$ cat config.mk
export PLATFORM = sky130hd
export DESIGN_NAME = noc_vc_link_buffer
export DESIGN_NICKNAME = d
export VERILOG_FILES = /design/src/rtl/noc_vc_link_buffer.sv
export SDC_FILE = /design/constraint.sdc
export NUM_CORES = 1
export LEC_CHECK = 0
export CAP_MARGIN = 20
export CORE_MARGIN = 3
export CORE_UTILIZATION = 53
export DETAILED_ROUTE_END_ITERATION = 10
export HOLD_SLACK_MARGIN = 0.08
export PLACE_DENSITY = 0.76
export RECOVER_POWER = 25
export SLEW_MARGIN = 20
export SYNTH_ARGS = -nofsm -noshare
export SYNTH_HDL_FRONTEND = slang
export SYNTH_SLANG_ARGS = --single-unit
export TNS_END_PERCENT = 20
$ cat constraint.sdc
create_clock -name clk -period 2.98 [get_ports clk]
set_clock_uncertainty 0.05 [all_clocks]
set_input_delay 0.596 -clock clk [delete_from_list [all_inputs] [get_ports clk]]
set_output_delay 0.596 -clock clk [all_outputs]
set_load 0.05 [all_outputs]
$ cat src/rtl/noc_vc_link_buffer.sv
// Inter-router link stage: two VC FIFOs (even/odd) drained into one registered
// output in polarity order, with saturating per-VC delivery counters.

module noc_vc_fifo #(
  parameter int DATA_W = 64,
  parameter int DEPTH  = 4
) (
  input  logic                    clk,
  input  logic                    reset,
  input  logic                    push_i,
  input  logic                    pop_i,
  input  logic [DATA_W-1:0]       wdata_i,
  output logic [DATA_W-1:0]       rdata_o,
  output logic [$clog2(DEPTH):0]  occ_o
);
  localparam int AW = $clog2(DEPTH);

  logic [DATA_W-1:0] mem_q [DEPTH];
  logic [AW-1:0]     wp_q, rp_q;
  logic [AW:0]       occ_q, occ_d;

  // Pointers are AW bits wide, so DEPTH being a power of two gives free wrap.
  always_comb begin
    occ_d = occ_q;
    if (push_i && !pop_i) occ_d = occ_q + (AW+1)'(1);
    else if (!push_i && pop_i) occ_d = occ_q - (AW+1)'(1);
  end

  always_ff @(posedge clk) begin
    if (push_i) mem_q[wp_q] <= wdata_i;
  end

  always_ff @(posedge clk or negedge reset) begin
    if (!reset) begin
      wp_q  <= '0;
      rp_q  <= '0;
      occ_q <= '0;
    end else begin
      if (push_i) wp_q <= wp_q + AW'(1);
      if (pop_i)  rp_q <= rp_q + AW'(1);
      occ_q <= occ_d;
    end
  end

  assign rdata_o = mem_q[rp_q];
  assign occ_o   = occ_q;
endmodule

module noc_vc_link_buffer #(
  parameter int DATA_W     = 64,
  parameter int DEPTH      = 4,
  parameter int VC_BIT     = 63,
  parameter int STRICT_POL = 1,
  parameter int CNT_W      = 16
) (
  input  logic                   clk,
  input  logic                   reset,
  input  logic                   si,
  input  logic [DATA_W-1:0]      packet_in,
  output logic                   ri,
  output logic                   so,
  output logic [DATA_W-1:0]      packet_out,
  input  logic                   ro,
  output logic                   polarity,
  output logic [$clog2(DEPTH):0] occ_even,
  output logic [$clog2(DEPTH):0] occ_odd,
  output logic [CNT_W-1:0]       cnt_even,
  output logic [CNT_W-1:0]       cnt_odd,
  input  logic                   clr_cnt
);
  localparam int OW = $clog2(DEPTH) + 1;

  logic [1:0]             push, pop, nempty;
  logic [1:0][DATA_W-1:0] head;
  logic [1:0][OW-1:0]     occ;
  logic [1:0][CNT_W-1:0]  cnt_q, cnt_d;
  logic                   pol_q, so_q;
  logic [DATA_W-1:0]      pout_q;
  logic                   vc_in, vc_out, xfer, free, sel, load;

  assign vc_in  = packet_in[VC_BIT];
  assign vc_out = pout_q[VC_BIT];
  // Full is judged on pre-edge occupancy: a pop on the same edge never frees a slot.
  assign ri     = (occ[vc_in] != OW'(DEPTH));
  assign xfer   = so_q & ro;
  assign free   = ~so_q | ro;
  assign sel    = (STRICT_POL != 0) ? pol_q : (nempty[pol_q] ? pol_q : ~pol_q);
  assign load   = free & nempty[sel];

  for (genvar v = 0; v < 2; v++) begin : g_vc
    assign nempty[v] = |occ[v];
    assign push[v]   = si & ri & (vc_in == 1'(v));
    assign pop[v]    = load & (sel == 1'(v));

    noc_vc_fifo #(.DATA_W(DATA_W), .DEPTH(DEPTH)) u_fifo (
      .clk     (clk),
      .reset   (reset),
      .push_i  (push[v]),
      .pop_i   (pop[v]),
      .wdata_i (packet_in),
      .rdata_o (head[v]),
      .occ_o   (occ[v])
    );
  end

  always_comb begin
    cnt_d = cnt_q;
    if (clr_cnt) cnt_d = '0;
    else if (xfer && !(&cnt_q[vc_out])) cnt_d[vc_out] = cnt_q[vc_out] + CNT_W'(1);
  end

  always_ff @(posedge clk or negedge reset) begin
    if (!reset) begin
      pol_q  <= 1'b0;
      so_q   <= 1'b0;
      pout_q <= '0;
      cnt_q  <= '0;
    end else begin
      pol_q <= ~pol_q;
      cnt_q <= cnt_d;
      if (load) begin
        pout_q <= head[sel];
        so_q   <= 1'b1;
      end else if (xfer) begin
        so_q   <= 1'b0;
      end
    end
  end

  assign so         = so_q;
  assign packet_out = pout_q;
  assign polarity   = pol_q;
  assign occ_even   = occ[0];
  assign occ_odd    = occ[1];
  assign cnt_even   = cnt_q[0];
  assign cnt_odd    = cnt_q[1];
endmodule
After elaboration in Yosys (flattened, before gate mapping)
Memory sizes are Yosys's and may differ from the RTL's. Index checks and enable logic that the tools add are counted.

Logic and storage cells: 79. Register bits after elaboration: 112. Input bits: 69. Memories: 2. Bits in writable memories: 512. Output and inout port bits: 105.

Equal/unequal tests: 1. Mux-type cells: 23. Reductions and logical operators: 18. Add/sub/neg operators: 9. Order comparisons: 4. Bitwise gates (word level): 11.

Memory list: g_vc[0].u_fifo.mem_q (depth 4, width 64, read ports 1, clocked after memory_dff 0, wr ports 1, RTL line 18) `logic [DATA_W-1:0] mem_q [DEPTH];`; g_vc[1].u_fifo.mem_q (depth 4, width 64, read ports 1, clocked after memory_dff 0, wr ports 1, RTL line 18).

Operators with widths (count): $mux 64 (2); $mux 32 (2); $mux 16 (3); $bwmux 32 (1); $mux 3 (6); $add 16x1->16 const B (1); $demux 16 s1 (1); $reduce_and 16->1 (1); $add 2x1->2 const B (4); $mux 1 (8); $reduce_bool 2->1 (4); $and 1x1->1 (7); $add 3x1->3 const B (2); $logic_and 1x1->1 (6); $lt 1x2->1 const B (3); $reduce_or 3->1 (2); $sub 3x1->3 const B (2); $logic_not 1->1 (5); $ne 3x3->1 const B (1); $not 1->1 (3); $ge 1x1->1 const B (1); $or 1x1->1 (1).

Depth between registers and ports, before layout
Gate-level depths: netlist of the first run.

Depth after elaboration: 9. Depth in mapped cells: 11. Depth with buffers taken out: 10.

Modules after synthesis
A second synthesis of the first run with hierarchy kept.

Cells, all modules: 1238. Area total of the unflattened synthesis: 24212.0 um^2.

Modules (own cells, without submodules): noc_vc_fifo (sequential area each 7862.5 um^2, area an instance 9611.7 um^2, cells each 366, instances 2); noc_vc_link_buffer (sequential area each 2452.4 um^2, area an instance 4988.5 um^2, cells each 506, instances 1).

Worst setup path before layout of the first run
Ideal clock, no wire load.

Path type: reg2reg. From: register g_vc[0].u_fifo.occ_q[1]. To: memory g_vc[0].u_fifo.mem_q[0][0], enable pin. Setup time: 0.429 ns. Path slack: -0.277 ns. Arrival: 2.778 ns. Stages on the path, launching flop included: 6. Clock period less this slack: 3.257 ns. Required time: 2.501 ns. Buffers on the path: 1. Path through: dfrtp_1 -> nor2_1 -> nand2_1 -> and3b_1 -> clkbuf_1 -> and2_1.

Longest elaborated chain between the ends: 7.

RTL lines: start: declaration (RTL line 20) `logic [AW:0] occ_q, occ_d;`; start signal: assignment (RTL line 37) `occ_q <= '0;`; start signal: assignment (RTL line 41) `occ_q <= occ_d;`; $mux 3 (not written as such) (2 in a row) (RTL line 84) `assign ri = (occ[vc_in] != OW'(DEPTH));`; $ne 3x3->1 (RTL line 84); $and 1x1->1 (2 in a row) (RTL line 92) `assign push[v] = si & ri & (vc_in == 1'(v));`; net g_vc[0].u_fifo.push_i (RTL line 10) `input logic push_i,`; $mux 1 (RTL line 30) `if (push_i) mem_q[wp_q] <= wdata_i;`; $mux 1 (not written as such) (RTL line 30); end: declaration (RTL line 18).

The timed path passes the listed nets, and every way through them passes these cells. The select of a mux whose other input is x is not followed.

Worst setup path in the final report of the first run
From: register pout_q[63] (netlist: packet_out[63]). To: output packet_out[63].

RTL lines: start: declaration (RTL line 78) `logic [DATA_W-1:0] pout_q;`; start signal: assignment (RTL line 122) `pout_q <= head[sel];`; end: declaration (RTL line 62) `output logic [DATA_W-1:0] packet_out,`.

No word-level cell between the ends.

==> impl_metrics.toml, run 1 <==
[outcome]
result_of_the_run = "completed"

[floorplan]
std_cell_rows = 77
chipHeight_um = 219
placeableCoreArea_um2 = 44500
fp.dieW_um = 219
io_pins = 174
start_util = 0.539
die-area_um2 = 47900

[setup_path]
worstSetupStartpointType = "flop"
worst_path_dominant_cell_family = "buffers and inverters"
cells_along_the_critical_path = "buf_4, clkdlybuf4s50_1"
worstPathMaxFanout = 17
worstSetupEndpointType = "primary output"
worst_ep_required_time_ns = 2.33
path_class = "flop to primary output"
slowest_stage = "sky130_fd_sc_hd__clkdlybuf4s50_1"
crit_buf_inv = 2
cp_slowest_stage_delay_ns = 0.80
worstPathArrival_ns = 2.19

[sta]
final_period_minus_worst_setup_slack_ns = 2.83
total_count_of_hold_check_failures_in_the_final_report = 0
tns_ns = 0
maxSlewViolCount = 0
max-slew-margin-rel = 0.332
timing_worst_slew_pin_value_ns = 1.00
grt_setup_unrepaired = "no"
timing.fmax_mhz = 353
setup_viol_count_final = 0
post-route-period-util = 0.951
layout_setup_ws_ns = 0.146
finalHoldWorstSlack_ns = 0.487

[drt]
routed-wl-met2_mm = 25.8
routed-wl-met3_mm = 4.55
wire_per_inst_um = 24.9
drcViolationCount = 0
dr.pass1.iters = 5
drt-initial-drc-count = 1216
met1Wirelength_mm = 21.7
vias = 12800
top_layer_used = "met5"
vias_per_cell = 5.98
drt.antenna.violating_nets = 0
routed_wirelength_mm = 53.5

[cts]
cts_tree = "yes"
clock_path_buffers = 3
worst_setup_hold_path_clk_slew_ns = 0.06
cts-htree-levels = 2
cts_setup_buffers = 0
worstSkewPairLatency_ns = 0.61
clk_root_buffer_cell = "sky130_fd_sc_hd__clkbuf_16"
cts_sinks = 624
cts_buffers = 59

[synth]
synth_compound_gate_area_share = 0.0369
synthAdderAreaFrac = 0.00740
post-synth-top-area-fraction = 0.640
post_synth_instance_area_um2 = 24000
synth.top_cells.by_area = "sky130_fd_sc_hd__edfxtp_1 (64%), sky130_fd_sc_hd__mux4_2 (12%), sky130_fd_sc_hd__dfrtp_1 (12%), sky130_fd_sc_hd__nand2_1 (2.2%), sky130_fd_sc_hd__a31oi_1 (1.7%)"
postSynthRegisterBits = 624
synth_top_area_cell = "sky130_fd_sc_hd__edfxtp_1"
postSynthNetCount = 1358
synth.avg_cell_area_um2 = 18.8
ys_seq_area_frac = 0.757
synth-xor-area-share = 0.00876
netlist_instances = 1276
synth.distinct_cells = 48
yosys.area_share.simple = 0.0489
post_synth_mux_area_share = 0.128
synth_top_family_by_area = "multiplexers"
yosys_warnings = 0

[global_routing]
global_route.usage.total = 0.229
grt_max_degree = 131
first_global_vias = 13400
total_global_routing_overflow = 0
grt_antenna_before_repair = 14
global_route_wire_length_before_repair_mm = 81.9

[power_and_ir_drop]
power.density_cell_area_nw_per_um2 = 945
power.static_leakage_uw = 0.00989
peakVddDrop_uv = 784

[final_layout]
final_common_cell = "sky130_fd_sc_hd__edfxtp_1"
nNetsFinal = 1577
layout-area-overhead-vs-synth_pct = 20.3
final_cell_mix = "sky130_fd_sc_hd__edfxtp_1 (512), sky130_fd_sc_hd__nand2_1 (143), sky130_fd_sc_hd__mux4_2 (128)"
layout-drive-gt1-share = 0.193
fillers = 2989
finalNonFillerCells = 2145

[placed_design]
detailed_place_hpwl_mm = 30.3
dp_slack_ns = 0.182
place.gp.congestion = 0.843
place.detailed.instances = 2025
port_buffers = 173

[min_path]
worst_hold_path_type = "flop to flop"

[job]
drv_cap = 0
report_power, final:
group | total, uW | switching, uW | internal, uW
Combinational | 8210 | 4700 | 3510
Sequential | 11800 | 990 | 10800
Clock | 7280 | 3100 | 4190
area by class of cell:
cell class | instances | area (um^2) | share of cell area
clock buffers | 92 | 1740 | 0.0604
inverters | 12 | 45.0 | 0.00156
flip-flops and latches | 624 | 18200 | 0.630
clock inverters | 20 | 159 | 0.00550
multi-input cells | 575 | 5540 | 0.192
well taps | 592 | 741 | 0.0257
repair buffers | 223 | 2430 | 0.0843
diodes | 7 | 17.5 | 0.000607
metrics by stage:
stage	power [uW]	area, um^2	util
after floorplan	17200	24000	-
after global placement	20000	26900	0.605
after detailed placement	20200	26900	0.605
after CTS	27600	28900	0.648
after global routing	28400	28900	0.649
final	27300	28900	0.649
flip-flops by register name, summed over array words and instances (netlist names):
signal             flops
g_vc.u_fifo.occ_o      6
so                     1
g_vc.u_fifo.rp_q       4
cnt_even              16
polarity               1
g_vc.u_fifo.wp_q       4
packet_out            64
cnt_odd               16
g_vc.u_fifo.mem_q    512
kinds of logic after synthesis:
group                    after synthesis
multiplexers                         145
adder cells (fa/ha/maj)               13
AND/OR/NAND/NOR                      269
XOR/XNOR                              24
AO/OA/AOI/OAI                        124
buffers and inverters                 77
flip-flops                           624
per-layer routing:
| metal | vias to the layer above | global-route usage |
|---|---|---|
| met5 | - | 0 |
| met4 | 14 | 0.0728 |
| met3 | 103 | 0.0462 |
| met2 | 578 | 0.363 |
| met1 | 6637 | 0.326 |
| li1 | 5500 | - |
worst paths after layout:
path                                     start  cells after the start  slack [ns]                 endpoint
worst max-delay path            packet_out[63]                      2        0.15           packet_out[63]
worst min-delay path               cnt_odd[12]                      1        0.49              cnt_odd[12]
worst max register to register        polarity                     10        0.37  g_vc[1].u_fifo.occ_o[2]
worst min register to register     cnt_odd[12]                      1        0.49              cnt_odd[12]
max in group asynchronous                reset                      3        1.60               cnt_odd[4]
min in group asynchronous                reset                      2        0.53           packet_out[55]
cells in the mapped netlist, drive strengths merged:
cell	count
fa	2
o41ai	1
o31ai	2
a21oi	13
inv	12
o2bb2ai	8
a211oi	2
nand4	8
nand3	14
a221oi	1
dfrtp	112
xor2	8
ha	11
a22o	16
or3	1
a311oi	2
a31o	2
and3b	1
nor2	77
a21boi	2
mux2i	10
clkbuf	40
a221o	2
nor3	1
a41o	2
nand2	143
xnor2	16
nand3b	1
o21ai	5
edfxtp	512
and2	12
or4	3
and3	1
mux2	7
and4	2
mux4	128
nand2b	2
nand4b	3
a31oi	66
buf	25
what timing repair did:
| action | CTS | global route |
|---|---|---|
| hold endpoints to repair | 49 | 0 |
| endpoints found under the setup margin | 1 | 0 |
| hold buffers | 1 | 0 |
| resized for setup | 1 | 0 |
(Power assumes the default switching activity.)
==> run 2: changes to the inputs <==
REMOVE_ABC_BUFFERS = 1   (was unset)
==> run 2 against run 1 <==
- clock-buffer cell count shrank 8
- via count shrank 0.41%
- register-to-register slack lost 0.06 ns
- sequential share of layout area shrank 0.13 points
- sequential power is essentially flat
- flip-flop and latch count is the same
- hold slack lost 0.028 ns
- worst setup slack lost 0.014 ns
- critical endpoint is now polarity
==> impl_metrics.toml, run 2 (same netlist as run 1, synthesis figures left out) <==
[outcome]
result_of_the_run = "completed"

[final_layout]
largest-register = "g_vc.u_fifo.mem_q"
post_route_core_utilization = 0.650
final_cell_area_um2 = 28900
layout-drive-gt1-share = 0.196
final_cell_mix = "sky130_fd_sc_hd__edfxtp_1 (512), sky130_fd_sc_hd__nand2_1 (143), sky130_fd_sc_hd__mux4_2 (128)"
nNetsFinal = 1576
number_of_flip_flops_under_the_largest_register_name = 512
fillers = 2976
final_common_cell = "sky130_fd_sc_hd__edfxtp_1"
layout-area-overhead-vs-synth_pct = 20.5

[sta]
maxSlewViolCount = 0
tns_ns = 0
grt_setup_unrepaired = "no"
total_count_of_hold_check_failures_in_the_final_report = 0
max-slew-margin-rel = 0.322
timing_worst_slew_pin_value_ns = 1.02
finalHoldWorstSlack_ns = 0.459
post-route-period-util = 0.956
timing.fmax_mhz = 351
final_period_minus_worst_setup_slack_ns = 2.85
setup_viol_count_final = 0

[placed_design]
port_buffers = 173
detailed_place_hpwl_mm = 30.4
place.gp.congestion = 0.827
placed_area_um2 = 27000

[drt]
wire_per_inst_um = 24.6
drt-initial-drc-count = 1300
top_layer_used = "met5"
drt.antenna.violating_nets = 0
routed-wl-met2_mm = 25.7
routed-wl-met3_mm = 4.18
vias = 12800
routed_wirelength_mm = 52.7
vias_per_cell = 5.97
drcViolationCount = 0
met1Wirelength_mm = 21.6
dr.pass1.iters = 5

[min_path]
worst_hold_path_type = "input pin to asynchronous set/reset pin"

[cts]
worstSkewPairLatency_ns = 0.62
clock_path_buffers = 3
cts_buffers = 59
clk_root_buffer_cell = "sky130_fd_sc_hd__clkbuf_16"
cts_sinks = 624
worst_setup_hold_path_clk_slew_ns = 0.06
cts-htree-levels = 2
cts_tree = "yes"

[setup_path]
timing.critical_path.to = "polarity"
regToRegSetupSlack_ns = 0.31
worst_r2r_endpoint = "cnt_even[6]"
worstSetupStartpointType = "flop"
worstPathMaxFanout = 66
worst_ep_required_time_ns = 2.33
worstSetupEndpointType = "primary output"
path_class = "flop to primary output"
reg2reg_depth = 6
worstPathArrival_ns = 2.20
rr_startpoint = "packet_out[63]"
worstSetupStartpoint = "polarity"

[floorplan]
std_cell_rows = 77
die-area_um2 = 47900
io_pins = 174
fp.dieW_um = 219
start_util = 0.539
placeableCoreArea_um2 = 44500
chipHeight_um = 219

[global_routing]
global_route.usage.total = 0.226
total_global_routing_overflow = 0
first_global_vias = 13100
grt_max_degree = 97
grt_antenna_before_repair = 10
global_route_wire_length_before_repair_mm = 81.1

[power_and_ir_drop]
power.share.sequential = 0.430
comb_power_share = 0.300
power.net_switching_uw = 8840
sw_ratio = 0.322
p_total_uw = 27400
power.density_cell_area_nw_per_um2 = 948
power.static_leakage_uw = 0.00992
peakVddDrop_uv = 624
clock_power_share = 0.270
internal_power_contribution_uw = 18600

[job]
drv_cap = 0
==> run 2: cell types whose count changed in the layout (fill, tap and decap cells not counted), moves of 4 or more <==
cell                              previous run  this run
sky130_fd_sc_hd__clkbuf_1                   21        16
sky130_fd_sc_hd__clkinv_2                    9        13
sky130_fd_sc_hd__clkdlybuf4s50_1           127       122
sky130_fd_sc_hd__buf_4                      24        20
sky130_fd_sc_hd__buf_12                     26        30
==> run 2: metrics by stage <==
stage          worst slack [ns]  cells
2_1_floorplan             -6.09   1211
3_3_place_gp              0.247   2024
3_5_place_dp              0.243   2024
4_1_cts                  0.0930   2135
5_1_grt                  0.0569   2138
6_report                  0.131   2139
==> run 2: worst max-delay path, cell delays in order, from the launching register on <==
cell                      delay (ns)
sky130_fd_sc_hd__dfrtp_4        0.43
sky130_fd_sc_hd__buf_4          0.79
sky130_fd_sc_hd__buf_4          0.34
==> run 2: area by class of cell <==
cell class | count | area, um^2 | share of cell area
Antenna cell | 4 | 10.0 | 0.000346
Clock inverter | 26 | 246 | 0.00852
Timing Repair Buffer | 222 | 2470 | 0.0854
Tap cell | 592 | 741 | 0.0256
Multi-Input combinational cell | 575 | 5540 | 0.191
Sequential cell | 624 | 18200 | 0.629
Inverter | 12 | 46.3 | 0.00160
Clock buffer | 84 | 1680 | 0.0582
==> run 2: how the worst min path moves through the flow <==
stage,slack [ns],start,endpoint,cells after the start
floorplan,0.25,reset,cnt_even[0],0
global placement,0.46,g_vc[0].u_fifo.occ_o[2],g_vc[0].u_fifo.occ_o[2],1
detailed placement,0.47,cnt_even[12],cnt_even[12],1
CTS,0.46,reset,packet_out[20],2
global route,0.49,reset,packet_out[24],2
finish,0.46,reset,packet_out[24],2
==> run 2: metal layers <==
metal	vias to the layer above	track usage
li1	5485	-
met3	102	0.0501
met2	555	0.361
met1	6625	0.320
met4	12	0.0622
met5	-	0
==> run 2: power groups by stage <==
stage | clock [uW] | sequential, uW | combinational (uW)
2_1_floorplan | 0 | 13800 | 3570
3_3_place_gp | 0 | 11900 | 8180
3_5_place_dp | 0 | 12000 | 8270
4_1_cts | 7530 | 11800 | 8340
5_1_grt | 7910 | 11900 | 8740
6_report | 7420 | 11800 | 8230
==> run 2: repair_timing <==
item | CTS | global route
setup endpoints to repair | 1 | 0
endpoints found under the hold margin | 43 | 0
buffers inserted | 0 | 0
hold buffers | 1 | 0
resized for setup | 1 | 0
==> run 3: changes to the inputs <==
CTS_CLUSTER_DIAMETER = 100   (was unset)
SETUP_SLACK_MARGIN = 0.3   (was unset)
==> run 3 against run 2 <==
- clock power barely moved
- clock-buffer cell count did not move
- die area did not move
==> impl_metrics.toml, run 3 (same netlist as run 1, synthesis figures left out) <==
[final_layout]
layout-drive-gt1-share = 0.196
largest-register = "g_vc.u_fifo.mem_q"
final_common_cell = "sky130_fd_sc_hd__edfxtp_1"
regArea_um2 = 18200
final_cell_mix = "sky130_fd_sc_hd__edfxtp_1 (512), sky130_fd_sc_hd__nand2_1 (143), sky130_fd_sc_hd__mux4_2 (128)"
final_cell_area_um2 = 29000
post_route_core_utilization = 0.651
multi_input_gate_area_um2 = 5570
number_of_flip_flops_under_the_largest_register_name = 512
nNetsFinal = 1576
layout-area-overhead-vs-synth_pct = 20.6
fillers = 2973

[global_routing]
global_route.usage.total = 0.226
first_global_vias = 13100
grt.busiest_layer = "met2"
grt_antenna_before_repair = 10
groute.layer.met3.usage = 0.0501
total_global_routing_overflow = 0
grt_max_degree = 97
grt_use_met2 = 0.361
global_route_wire_length_before_repair_mm = 81.1
grtUsageMet1 = 0.320

[drt]
vias_per_cell = 5.94
wire_per_inst_um = 24.7
drt.antenna.violating_nets = 0
dr.pass1.iters = 5
drcViolationCount = 0
drt-initial-drc-count = 1326
vias = 12700
routed_wirelength_mm = 52.8

[power_and_ir_drop]
internal_power_contribution_uw = 18600
peakVddDrop_uv = 624
sw_ratio = 0.322
power.share.sequential = 0.430
power.static_leakage_uw = 0.00994
clock_power_share = 0.271
comb_power_share = 0.300
power.density_cell_area_nw_per_um2 = 948
power.net_switching_uw = 8840

[cts]
worstSkewPairLatency_ns = 0.62
cts-htree-levels = 2
cts_buffers = 59
clk_root_buffer_cell = "sky130_fd_sc_hd__clkbuf_16"
cts_sinks = 624
clock_path_buffers = 3
cts_setup_buffers = 0
worst_setup_hold_path_clk_slew_ns = 0.06
cts_tree = "yes"

[min_path]
worst_hold_path_type = "input pin to asynchronous set/reset pin"

[placed_design]
place.gp.congestion = 0.827
port_buffers = 173
detailed_place_hpwl_mm = 30.4
placed_area_um2 = 27000

[floorplan]
placeableCoreArea_um2 = 44500
start_util = 0.539
chipHeight_um = 219
io_pins = 174
fp.dieW_um = 219
die-area_um2 = 47900
std_cell_rows = 77

[sta]
total_count_of_hold_check_failures_in_the_final_report = 0
post-route-period-util = 0.885
timing.fmax_mhz = 379
timing_worst_slew_pin_value_ns = 0.973
setup_viol_count_final = 0
grt_setup_unrepaired = "yes"
maxSlewViolCount = 0
final_period_minus_worst_setup_slack_ns = 2.64
max-slew-margin-rel = 0.351

[setup_path]
path_class = "flop to flop"
worstPathArrival_ns = 3.12
worstSetupEndpointType = "flop"
worstPathMaxFanout = 4
worstSetupStartpointType = "flop"
worst_ep_required_time_ns = 3.46

[job]
drv_cap = 0

[outcome]
result_of_the_run = "completed"
[run 3: cell types whose count changed in the layout (fill, tap and decap cells not counted), sizes merged]
cell,before,now
clkbuf,84,85
dlygate4sd2,1,0
[run 3: area by class of cell]
| class | count | share of cell area |
|---|---|---|
| Antenna cell | 4 | 0.000346 |
| Timing Repair Buffer | 222 | 0.0854 |
| Inverter | 12 | 0.00160 |
| Multi-Input combinational cell | 575 | 0.192 |
| Sequential cell | 624 | 0.628 |
| Tap cell | 592 | 0.0256 |
| Clock buffer | 84 | 0.0581 |
| Clock inverter | 26 | 0.00851 |
[run 3: worst paths after layout]
path                                    startpoint                       to  slack, ns  cells past startpoint
min                                          reset           packet_out[24]       0.46                      2
max                                       polarity  g_vc[0].u_fifo.occ_o[2]       0.34                     10
max in group asynchronous                    reset             cnt_even[14]       1.71                      3
max reg2reg                               polarity  g_vc[0].u_fifo.occ_o[2]       0.34                     10
min reg2reg                g_vc[1].u_fifo.occ_o[2]  g_vc[1].u_fifo.occ_o[2]       0.49                      1
min in group clk           g_vc[1].u_fifo.occ_o[2]  g_vc[1].u_fifo.occ_o[2]       0.49                      1
[run 3: what timing repair did]
action | CTS | global route
hold buffers | 1 | 0
gates resized for setup | 2 | 5
hold endpoints to repair | 43 | 0
setup endpoints to repair | 2 | 19
[run 3: power groups by stage]
| stage | Combinational (uW) | Clock [uW] | Sequential, uW |
|---|---|---|---|
| 3_5_place_dp | 8270 | 0 | 12000 |
| 6_report | 8220 | 7430 | 11800 |
| 4_1_cts | 8340 | 7530 | 11800 |
| 3_3_place_gp | 8180 | 0 | 11900 |
| 2_1_floorplan | 3570 | 0 | 13800 |
| 5_1_grt | 8740 | 7910 | 11900 |
[run 3: routing by layer]
layer | wire (um) | share of wire | up-vias
met3 | 4080 | 0.077 | 104
met5 | 63 | 0.0012 | -
met1 | 21700 | 0.41 | 6594
met2 | 25700 | 0.49 | 509
met4 | 1230 | 0.023 | 12
li1 | - | - | 5487
[run 3: worst max-delay path, cell delays in order (launching register included)]
cell and delay [ns]:
sky130_fd_sc_hd__dfrtp_4 0.50, sky130_fd_sc_hd__or4_1 0.53, sky130_fd_sc_hd__o41ai_1 0.14, sky130_fd_sc_hd__a21oi_4 0.09, sky130_fd_sc_hd__nand2_1 0.15, sky130_fd_sc_hd__ha_1 0.19, sky130_fd_sc_hd__inv_1 0.06, sky130_fd_sc_hd__fa_1 0.37
sky130_fd_sc_hd__xor2_1 0.17, sky130_fd_sc_hd__nor2_1 0.12, sky130_fd_sc_hd__xor2_1 0.19
[run 3: metrics by stage]
| step | power (uW) | worst slack (ns) | hold WS [ns] | std cells | TNS [ns] |
|---|---|---|---|---|---|
| after detailed placement | 20200 | 0.243 | 0.470 | 2024 | 0 |
| final | 27400 | 0.342 | 0.458 | 2139 | 0 |
| after CTS | 27700 | 0.241 | 0.459 | 2135 | 0 |
| after global routing | 28600 | 0.200 | 0.491 | 2138 | 0 |
| after floorplan | 17400 | -6.09 | 0.250 | 1211 | -485.57 |
| after global placement | 20100 | 0.247 | 0.459 | 2024 | 0 |
